**config.mk**
```make
export PLATFORM = sky130hd
export DESIGN_NAME = mbist_march_ctrl_flat
export DESIGN_NICKNAME = d
export VERILOG_FILES = /design/src/rtl/mbist_march_ctrl_if.sv /design/src/rtl/mbist_march_ctrl.sv /design/src/flat_wrapper.sv
export SDC_FILE = /design/constraint.sdc
export NUM_CORES = 1
export LEC_CHECK = 0
export CORE_MARGIN = 8
export CORE_UTILIZATION = 50
export CTS_CLUSTER_DIAMETER = 150
export DETAILED_ROUTE_END_ITERATION = 10
export GPL_ROUTABILITY_DRIVEN = 0
export PLACE_DENSITY = 0.88
export SLEW_MARGIN = 20
export SYNTH_ARGS = -nofsm -noshare
export SYNTH_HDL_FRONTEND = slang
export SYNTH_SLANG_ARGS = --single-unit
export TNS_END_PERCENT = 50
```
**constraint.sdc**
```tcl
create_clock -name clk -period 6.54 [get_ports clk]
set_input_delay 0.654 -clock clk [delete_from_list [all_inputs] [get_ports clk]]
set_output_delay 0.654 -clock clk [all_outputs]
set_load 0.05 [all_outputs]
```
**src/rtl/mbist_march_ctrl_if.sv**
```systemverilog
// mbist_march_ctrl_if
//   RAM-side bus between the March C- BIST controller and single_port_ram.
//   master : controller side (drives address, write data, write enable)
//   slave  : RAM side (returns read data)
// Signals:
//   ram_addr    [$clog2(WCOUNT)] word address
//   ram_datain  [WLENGTH]        write data
//   ram_we                       write enable
//   ram_dataout [WLENGTH]        read data, READ_LAT cycles after address
interface mbist_march_ctrl_if #(
  parameter int unsigned WCOUNT  = 256,
  parameter int unsigned WLENGTH = 4
);
  localparam int unsigned AW = $clog2(WCOUNT);

  logic [AW-1:0]      ram_addr;
  logic [WLENGTH-1:0] ram_datain;
  logic               ram_we;
  logic [WLENGTH-1:0] ram_dataout;

  modport master (
    output ram_addr,
    output ram_datain,
    output ram_we,
    input  ram_dataout
  );

  modport slave (
    input  ram_addr,
    input  ram_datain,
    input  ram_we,
    output ram_dataout
  );
endinterface

```
**src/rtl/mbist_march_ctrl.sv**
```systemverilog
// mbist_march_ctrl
//   March C- memory BIST controller for single_port_ram. Issues one RAM
//   operation per clock (10*WCOUNT ops), checks read data through a
//   READ_LAT-deep expected-data pipeline, then reports pass/fail.
//   Elements: M0 up(w0) M1 up(r0,w1) M2 up(r1,w0) M3 down(r0,w1)
//             M4 down(r1,w0) M5 up(r0)
// Ports:
//   clk, rst_n   clock, asynchronous active-low reset
//   start        level; sampled only in IDLE or DONE
//   ram          RAM bus (master modport): addr/datain/we out, dataout in
//   busy         first op cycle through end of drain
//   done, pass   test finished / finished with no mismatch
//   fail         sticky mismatch flag, cleared on start
//   err_addr, err_exp, err_act, err_elem   first-failure diagnostics
//   err_cnt      mismatch count, saturating at 255 (MBIST_DIAG_EN only)
// Build option:
//   MBIST_DIAG_EN  defined: diagnostics live and err_cnt present;
//                  undefined: diagnostics tied to 0, err_cnt absent.
module mbist_march_ctrl #(
  parameter int unsigned WCOUNT   = 256,
  parameter int unsigned WLENGTH  = 4,
  parameter int unsigned READ_LAT = 2
) (
  input  logic                      clk,
  input  logic                      rst_n,
  input  logic                      start,
  mbist_march_ctrl_if.master        ram,
  output logic                      busy,
  output logic                      done,
  output logic                      pass,
  output logic                      fail,
  output logic [$clog2(WCOUNT)-1:0] err_addr,
  output logic [WLENGTH-1:0]        err_exp,
  output logic [WLENGTH-1:0]        err_act,
  output logic [2:0]                err_elem
`ifdef MBIST_DIAG_EN
  ,
  output logic [7:0]                err_cnt
`endif
);

  localparam int unsigned AW   = $clog2(WCOUNT);
  localparam int unsigned LAST = READ_LAT - 1;
  localparam int unsigned DCW  = (READ_LAT > 1) ? $clog2(READ_LAT) : 1;
  localparam logic [AW-1:0] ADDR_MAX = AW'(WCOUNT - 1);

  typedef enum logic [1:0] {
    S_IDLE,
    S_RUN,
    S_DRAIN,
    S_DONE
  } state_t;

  state_t         state_q, state_d;
  logic [2:0]     elem_q, elem_d;
  logic [AW-1:0]  addr_q, addr_d;
  logic           ph_q, ph_d;       // 0: first op of element pair, 1: write
  logic [DCW-1:0] drain_q, drain_d;

  logic               op_rd;
  logic               op_wr;
  logic               clear;
  logic               single;
  logic               down;
  logic               at_end;
  logic [WLENGTH-1:0] wr_data;
  logic [WLENGTH-1:0] rd_exp;
  logic               mismatch;

  logic               pipe_v   [READ_LAT];
  logic [WLENGTH-1:0] pipe_exp [READ_LAT];

  // Odd elements (M1, M3, M5) read zeros and write ones; even ones the
  // reverse. M0 is even and writes zeros.
  assign wr_data = {WLENGTH{elem_q[0]}};
  assign rd_exp  = ~wr_data;

  assign single = (elem_q == 3'd0) || (elem_q == 3'd5);
  assign down   = (elem_q == 3'd3) || (elem_q == 3'd4);
  assign at_end = down ? (addr_q == '0) : (addr_q == ADDR_MAX);

  always_comb begin
    state_d = state_q;
    elem_d  = elem_q;
    addr_d  = addr_q;
    ph_d    = ph_q;
    drain_d = drain_q;
    op_rd   = 1'b0;
    op_wr   = 1'b0;
    clear   = 1'b0;
    case (state_q)
      S_IDLE, S_DONE: begin
        if (start) begin
          state_d = S_RUN;
          elem_d  = '0;
          addr_d  = '0;
          ph_d    = 1'b0;
          clear   = 1'b1;
        end
      end
      S_RUN: begin
        if (elem_q == 3'd0)      op_wr = 1'b1;
        else if (single || !ph_q) op_rd = 1'b1;
        else                      op_wr = 1'b1;

        if (single || ph_q) begin
          ph_d = 1'b0;
          if (at_end) begin
            if (elem_q == 3'd5) begin
              state_d = S_DRAIN;
            end else begin
              elem_d = elem_q + 3'd1;
              // M3 and M4 start from the top address.
              addr_d = ((elem_q == 3'd2) || (elem_q == 3'd3)) ? ADDR_MAX : '0;
            end
          end else begin
            addr_d = down ? (addr_q - AW'(1)) : (addr_q + AW'(1));
          end
        end else begin
          ph_d = 1'b1;
        end
      end
      S_DRAIN: begin
        drain_d = drain_q + DCW'(1);
        if (drain_q == DCW'(READ_LAT - 1)) begin
          state_d = S_DONE;
          drain_d = '0;
        end
      end
      default: state_d = S_IDLE;
    endcase
  end

  always_ff @(posedge clk or negedge rst_n) begin
    if (!rst_n) begin
      state_q <= S_IDLE;
      elem_q  <= '0;
      addr_q  <= '0;
      ph_q    <= 1'b0;
      drain_q <= '0;
    end else begin
      state_q <= state_d;
      elem_q  <= elem_d;
      addr_q  <= addr_d;
      ph_q    <= ph_d;
      drain_q <= drain_d;
    end
  end

  assign ram.ram_addr   = addr_q;
  assign ram.ram_we     = op_wr;
  assign ram.ram_datain = op_wr ? wr_data : '0;

  assign busy = (state_q == S_RUN) || (state_q == S_DRAIN);
  assign done = (state_q == S_DONE);
  assign pass = done && !fail;

  assign mismatch = pipe_v[LAST] && (ram.ram_dataout != pipe_exp[LAST]);

  always_ff @(posedge clk or negedge rst_n) begin
    if (!rst_n) begin
      for (int unsigned i = 0; i < READ_LAT; i++) begin
        pipe_v[i]   <= 1'b0;
        pipe_exp[i] <= '0;
      end
      fail <= 1'b0;
    end else begin
      pipe_v[0]   <= op_rd;
      pipe_exp[0] <= rd_exp;
      for (int unsigned i = 1; i < READ_LAT; i++) begin
        pipe_v[i]   <= pipe_v[i-1];
        pipe_exp[i] <= pipe_exp[i-1];
      end
      if (clear)         fail <= 1'b0;
      else if (mismatch) fail <= 1'b1;
    end
  end

`ifdef MBIST_DIAG_EN
  logic [AW-1:0] pipe_addr [READ_LAT];
  logic [2:0]    pipe_elem [READ_LAT];

  always_ff @(posedge clk or negedge rst_n) begin
    if (!rst_n) begin
      for (int unsigned i = 0; i < READ_LAT; i++) begin
        pipe_addr[i] <= '0;
        pipe_elem[i] <= '0;
      end
      err_addr <= '0;
      err_exp  <= '0;
      err_act  <= '0;
      err_elem <= '0;
      err_cnt  <= '0;
    end else begin
      pipe_addr[0] <= addr_q;
      pipe_elem[0] <= elem_q;
      for (int unsigned i = 1; i < READ_LAT; i++) begin
        pipe_addr[i] <= pipe_addr[i-1];
        pipe_elem[i] <= pipe_elem[i-1];
      end
      if (clear) begin
        err_addr <= '0;
        err_exp  <= '0;
        err_act  <= '0;
        err_elem <= '0;
        err_cnt  <= '0;
      end else if (mismatch) begin
        // First failure wins: capture only while fail is still clear.
        if (!fail) begin
          err_addr <= pipe_addr[LAST];
          err_exp  <= pipe_exp[LAST];
          err_act  <= ram.ram_dataout;
          err_elem <= pipe_elem[LAST];
        end
        if (err_cnt != 8'hFF) err_cnt <= err_cnt + 8'd1;
      end
    end
  end
`else
  assign err_addr = '0;
  assign err_exp  = '0;
  assign err_act  = '0;
  assign err_elem = '0;
`endif

endmodule

```
**src/flat_wrapper.sv**
```systemverilog
// flat-port wrapper written by rule: the top's interface ports become plain ports
module mbist_march_ctrl_flat 
#(
  parameter int unsigned WCOUNT   = 256,
  parameter int unsigned WLENGTH  = 4,
  parameter int unsigned READ_LAT = 2
)
  (clk, rst_n, start, busy, done, pass, fail, err_addr, err_exp, err_act, err_elem, ram_ram_addr, ram_ram_datain, ram_ram_we, ram_ram_dataout);
  mbist_march_ctrl_if #(.WCOUNT(WCOUNT), .WLENGTH(WLENGTH)) ram_i ();
  input  logic clk;
  input  logic rst_n;
  input  logic start;
  output logic busy;
  output logic done;
  output logic pass;
  output logic fail;
  output logic [$clog2(WCOUNT)-1:0] err_addr;
  output logic [WLENGTH-1:0] err_exp;
  output logic [WLENGTH-1:0] err_act;
  output logic [2:0] err_elem;
  output wire logic [$bits(ram_i.ram_addr)-1:0] ram_ram_addr;
  output wire logic [$bits(ram_i.ram_datain)-1:0] ram_ram_datain;
  output wire logic [$bits(ram_i.ram_we)-1:0] ram_ram_we;
  input wire logic [$bits(ram_i.ram_dataout)-1:0] ram_ram_dataout;
  assign ram_ram_addr = ram_i.ram_addr;
  assign ram_ram_datain = ram_i.ram_datain;
  assign ram_ram_we = ram_i.ram_we;
  assign ram_i.ram_dataout = ram_ram_dataout;
  mbist_march_ctrl #(.WCOUNT(WCOUNT), .WLENGTH(WLENGTH), .READ_LAT(READ_LAT)) u_core (.clk(clk), .rst_n(rst_n), .start(start), .ram(ram_i), .busy(busy), .done(done), .pass(pass), .fail(fail), .err_addr(err_addr), .err_exp(err_exp), .err_act(err_act), .err_elem(err_elem));
endmodule
```
==> reports/qor.yml, run 1 <==
synth_xor_area_share_pct: 1.084
grt_pass1_wl_mm: 6.037
crit_required_ns: 5.89
synth_largest_area_cell: "dfrtp_1"
fin_crit_sh_pct: 48.05
port_buffers: 23
coreArea_um2: 3053
critPathBufInv: 3
maxSlewViolCount: 0
cp_top_family: "buffers and inverters"
path_depth: 7
period_needed_ns: 3.142
powerDensity_nw_per_um2: 379.8
worst-r2r-setup-slack_ns: 3.70
met3_usage_pct: 2.335
hold_end: "u_core.pipe_v[0]"
final_cell_mix: "23 x clkdlybuf4s50_1, 20 x dfrtp_1, 19 x conb_1, 13 x ha_1, 11 x inv_1"
grt_max_degree: 21
hold_violations: 0
clkLatencyLatePin_ns: 0.33
synthToLayoutAreaGrowth_pct: 12.94
fin_setup_tns_ns: 0
remaining_drc_errors: 0
grt_util_met1_pct: 18.97
ys_types: 49
cts_hold_buf: 0
p_switching_mw: 0.3596
routed_wl_mm: 3.718
cpPeakStageDelay_ns: 0.83
die-area_um2: 5306
post-cts-setup-buffer-count: 0
busiest_layer: "met2"
power.internal_mw: 0.3332
yosys_warnings: 0
dp_cells: 232
fin_skew_ns: 0.005154
start_util_pct: 52.91
pwr-share-seq_pct: 26.8
finalWorstSetupSlack_ns: 3.398
rows: 20
antenna_cells: 0
ioPinCount: 43
p_clk_share_pct: 11.4
die_w_um: 72.84
status: "completed"
leakage_nw: 0.8431
combPwrFrac_pct: 61.8
post-synth-top-area-fraction_pct: 30.98
syn_area_per_cell_um2: 9.446
grt_pass1_vias: 1257
critical_path.cell_chain: "inv_1, ha_1, inv_1, nand2_1, a21oi_1, and3_1, clkdlybuf4s50_1"
netlist_area_um2: 1615
cp-end-kind: "output port"
cts_max_level: 1
hold_path_depth: 0
arrival_ns: 2.49
root_buffer: "clkbuf_4"
utilization_pct: 59.75
nets: 214
final_common_cell: "clkdlybuf4s50_1"
synth-seq-cells: 20
start_kind: "register"
cts_resized: 0
rsz0062_at_grt: "false"
synth_top_family_by_area: "compound AO/OA/AOI/OAI gates"
synthSimpleGateAreaFrac_pct: 18.36
numCtsBuffers: 3
synth-edff-count: 0
path_class: "reg2out"
swShare_pct: 51.90
drt_iter0_markers: 118
drtAntennaViolNets: 0
grt_use_met2_pct: 21.27
setup_viol: 0
seq_area_frac_synth_pct: 30.98
synth_ff_type: "dfrtp_1"
antenna_found_initial: 0
final_cells: 236
ys_async_sr_fraction_pct: 100.0
timing.rr.start: "u_core.elem_q[0]"
dp_hpwl_mm: 2.810
dr.pass1.iters: 4
hold_path.startpoint: "u_core.pipe_v[1]"
cp_max_fo: 4
track_usage_pct: 14.27
preCtsSetupSlack_ns: 3.746
vias_per_cell: 5.559
total_power_mw: 0.6928
slew_headroom_pct: 38.62
grt_overflow: 0
worst_pin_slew_ns: 0.9178
syn_inst: 171
drv_cap: 0
num_vias: 1312
ir_drop_uv: 195.5
synthAdderAreaFrac_pct: 11.31
wl_per_cell_um: 15.75
hp-class: "reg2reg"
fmaxAchievable_mhz: 318.2
fillers: 271
crit_path_frequent_cell: "inv_1"
cts.sinks: 20
path_clk_slew_ns: 0.12
crit_slowest_cell: "clkdlybuf4s50_1"
clk_path_buf_depth: 2
synth_compound_area_share_pct: 18.82
drive_above_1_share_pct: 7.813
cts_tree: "built"
synth_area_leaders: "dfrtp_1 31%, buf_4 11%, ha_1 10%, a22o_1 3.3%, inv_1 2.6%"
rr_worst_depth: 9
die_h_um: 72.84
rr_endpoint: "u_core.ram.ram_addr[6]"
synthMuxAreaShare_pct: 5.500
## cell type report
type	count	area, um^2	area share, %
clock buffers	4	36.28	1.989
inverters	11	41.29	2.263
multi-input cells	134	960.9	52.67
flip-flops and latches	20	500.5	27.43
well taps	44	55.05	3.018
repair buffers	23	230.2	12.62
## worst max-delay path by stage
stage / from / endpoint / slack [ns]
final: u_core.elem_q[1] / ram_ram_datain[1] / 3.40
after global routing: u_core.elem_q[1] / ram_ram_datain[1] / 3.29
after CTS: u_core.elem_q[1] / ram_ram_datain[0] / 3.43
after detailed placement: u_core.elem_q[0] / u_core.ram.ram_addr[6] / 3.75
after global placement: u_core.elem_q[1] / ram_ram_datain[1] / 3.80
after floorplan: u_core.elem_q[0] / u_core.ram.ram_addr[6] / 3.88
## Yosys cell counts (4+ instances only)
cell type   n
buf_4      24
dfrtp_1    20
ha_1       13
inv_1      11
nor2_1      8
a22o_1      6
o21ai_0     6
a21oi_1     5
nand2_1     5
nor4_1      5
and3_1      4
mux2i_1     4
nor3_1      4
## stage by stage
| stage | instance area, um^2 | hold WS, ns |
|---|---|---|
| final | 1824 | 0.3633 |
| after global routing | 1824 | 0.3841 |
| after CTS | 1824 | 0.3649 |
| after detailed placement | 1788 | 0.3370 |
| after global placement | 1788 | 0.3361 |
| after floorplan | 1683 | 0.3312 |
## layer usage
metal | up-vias | routed length (um)
met5 | - | 0
met4 | 0 | 81
met3 | 7 | 309
met2 | 61 | 1726
met1 | 614 | 1600
li1 | 630 | -
## power by group through the flow
stage	registers, mW	logic [mW]	clock network (mW)
floorplan	0.204	0.308	0
global placement	0.185	0.415	0
detailed placement	0.188	0.425	0
CTS	0.185	0.428	0.0787
global route	0.190	0.457	0.0852
finish	0.186	0.428	0.0792
## registers in the layout, summed over array words and instances (netlist names)
| signal | cells |
|---|---|
| u_core.drain_q | 1 |
| u_core.elem_q | 3 |
| u_core.fail | 1 |
| u_core.ph_q | 1 |
| u_core.pipe_exp | 2 |
| u_core.pipe_v | 2 |
| u_core.ram.ram_addr | 8 |
| u_core.state_q | 2 |
## kinds of logic after synthesis
group           count (synthesis)
flops                          20
xor+xnor                        2
other cells                     1
mux                             8
simple gates                   49
fa+ha+maj                      14
buf+inv                        35
compound gates                 42
Power figures use the tool's default switching activity.
==> run 2, diff against run 1 <==
--- a/config.mk
+++ b/config.mk
@@ -6,11 +6,11 @@
 export NUM_CORES = 1
 export LEC_CHECK = 0
 export CORE_MARGIN = 8
-export CORE_UTILIZATION = 50
+export CORE_UTILIZATION = 44
 export CTS_CLUSTER_DIAMETER = 150
 export DETAILED_ROUTE_END_ITERATION = 10
 export GPL_ROUTABILITY_DRIVEN = 0
-export PLACE_DENSITY = 0.88
+export PLACE_DENSITY = 0.83
 export SLEW_MARGIN = 20
 export SYNTH_ARGS = -nofsm -noshare
 export SYNTH_HDL_FRONTEND = slang
==> constraint.sdc (replaced) <==
create_clock -name clk -period 2.6 [get_ports clk]
set_input_delay 0.26 -clock clk [delete_from_list [all_inputs] [get_ports clk]]
set_output_delay 0.26 -clock clk [all_outputs]
set_load 0.05 [all_outputs]
==> reports/qor.yml, run 2 (synthesis results as in run 1) <==
status: "completed"
worst-r2r-setup-slack_ns: 0.07
port_buffers: 23
start_kind: "register"
clk_path_buf_depth: 2
remaining_drc_errors: 0
design_area_um2: 1913
antenna_cells: 0
coreArea_um2: 3606
synthToLayoutAreaGrowth_pct: 18.44
hold-worst-slack_ns: 0.3537
dp_cells: 240
dpl_cell_area_um2: 1823
root_buffer: "clkbuf_8"
cp_max_fo: 6
antenna_found_initial: 0
setup_viol: 0
hold_violations: 0
finalWorstSetupSlack_ns: 0.07436
utilization_pct: 53.05
dp_hpwl_mm: 2.837
rsz0062_at_grt: "true"
arrival_ns: 2.68
ioPinCount: 43
cts_tree: "built"
leakage_nw: 0.8854
ir_drop_uv: 247.8
die_h_um: 76.59
start_util_pct: 44.80
drt_iter0_markers: 38
vias_per_cell: 5.309
final_cells: 246
die-area_um2: 5866
grt_pass1_vias: 1310
drive_above_1_share_pct: 17.17
maxSlewViolCount: 0
track_usage_pct: 13.03
routed_wl_mm: 3.684
crit_required_ns: 2.75
drv_cap: 0
dr.pass1.iters: 4
worst_pin_slew_ns: 0.8785
hp-class: "reg2reg"
die_w_um: 76.59
clkLatencyLatePin_ns: 0.26
fin_setup_tns_ns: 0
grt_pass1_wl_mm: 6.341
final_common_cell: "dfrtp_1"
path_class: "reg2reg"
cts.sinks: 20
period_needed_ns: 2.526
numCtsBuffers: 3
fin_skew_ns: 0.001582
cp-end-kind: "register"
wl_per_cell_um: 14.98
total_power_mw: 1.827
powerDensity_nw_per_um2: 955.2
fin_crit_sh_pct: 97.14
final_cell_mix: "20 x dfrtp_1, 19 x conb_1, 18 x clkdlybuf4s50_1, 11 x buf_4, 9 x ha_1"
rows: 22
cts_max_level: 1
grt_max_degree: 21
grt_overflow: 0
nets: 220
slew_headroom_pct: 41.25
preCtsSetupSlack_ns: 0.02186
drtAntennaViolNets: 0
path_clk_slew_ns: 0.07
num_vias: 1306
largest_reg_flops: 8
fmaxAchievable_mhz: 395.9
## run 2: what timing repair did
item	in CTS	in global routing
endpoints found under the setup margin	0	2
buffers inserted	0	2
hold endpoints to repair	0	0
hold buffers	0	0
gates resized for setup	0	9
## run 2: where the power goes
group	internal (mW)	switching, mW
clock	0.135	0.102
sequential	0.393	0.0737
combinational	0.396	0.728
total	0.923	0.904
## run 2: cell type report
| cell class | count | area [um^2] |
|---|---|---|
| well taps | 48 | 60.06 |
| inverters | 11 | 41.29 |
| multi-input cells | 134 | 993.5 |
| repair buffers | 29 | 262.8 |
| flip-flops and latches | 20 | 500.5 |
| clock buffers | 4 | 55.05 |
| fillers | 351 | 1693 |
## run 2: worst max-delay path, cell delays in order, from the launching register on
cell and delay, ns:
dfrtp_1 0.40, inv_2 0.08, ha_4 0.16, mux2_4 0.31
ha_4 0.26, nor2b_1 0.14, o31a_1 0.25, o21a_1 0.17
or4_1 0.40, a32o_1 0.26
## run 2: worst paths after layout
check                      cells past startpoint             start                      to
min in group asynchronous                      1             rst_n             u_core.fail
hold / removal                                 0  u_core.pipe_v[1]        u_core.pipe_v[0]
hold reg to reg                                0  u_core.pipe_v[1]        u_core.pipe_v[0]
setup / recovery                               9  u_core.elem_q[1]  u_core.ram.ram_addr[6]
setup reg to reg                               9  u_core.elem_q[1]  u_core.ram.ram_addr[6]
max in group asynchronous                      1             rst_n  u_core.ram.ram_addr[0]
## run 2: metal layers
| metal | share of wire, % | wire length [um] | track usage [%] | vias up |
|---|---|---|---|---|
| li1 | - | - | - | 641 |
| met1 | 42 | 1538 | 14.82 | 624 |
| met2 | 51 | 1867 | 21.68 | 34 |
| met3 | 5.6 | 206 | 4.009 | 7 |
| met4 | 2.0 | 72 | 6.154 | 0 |
| met5 | 0 | 0 | 0 | - |
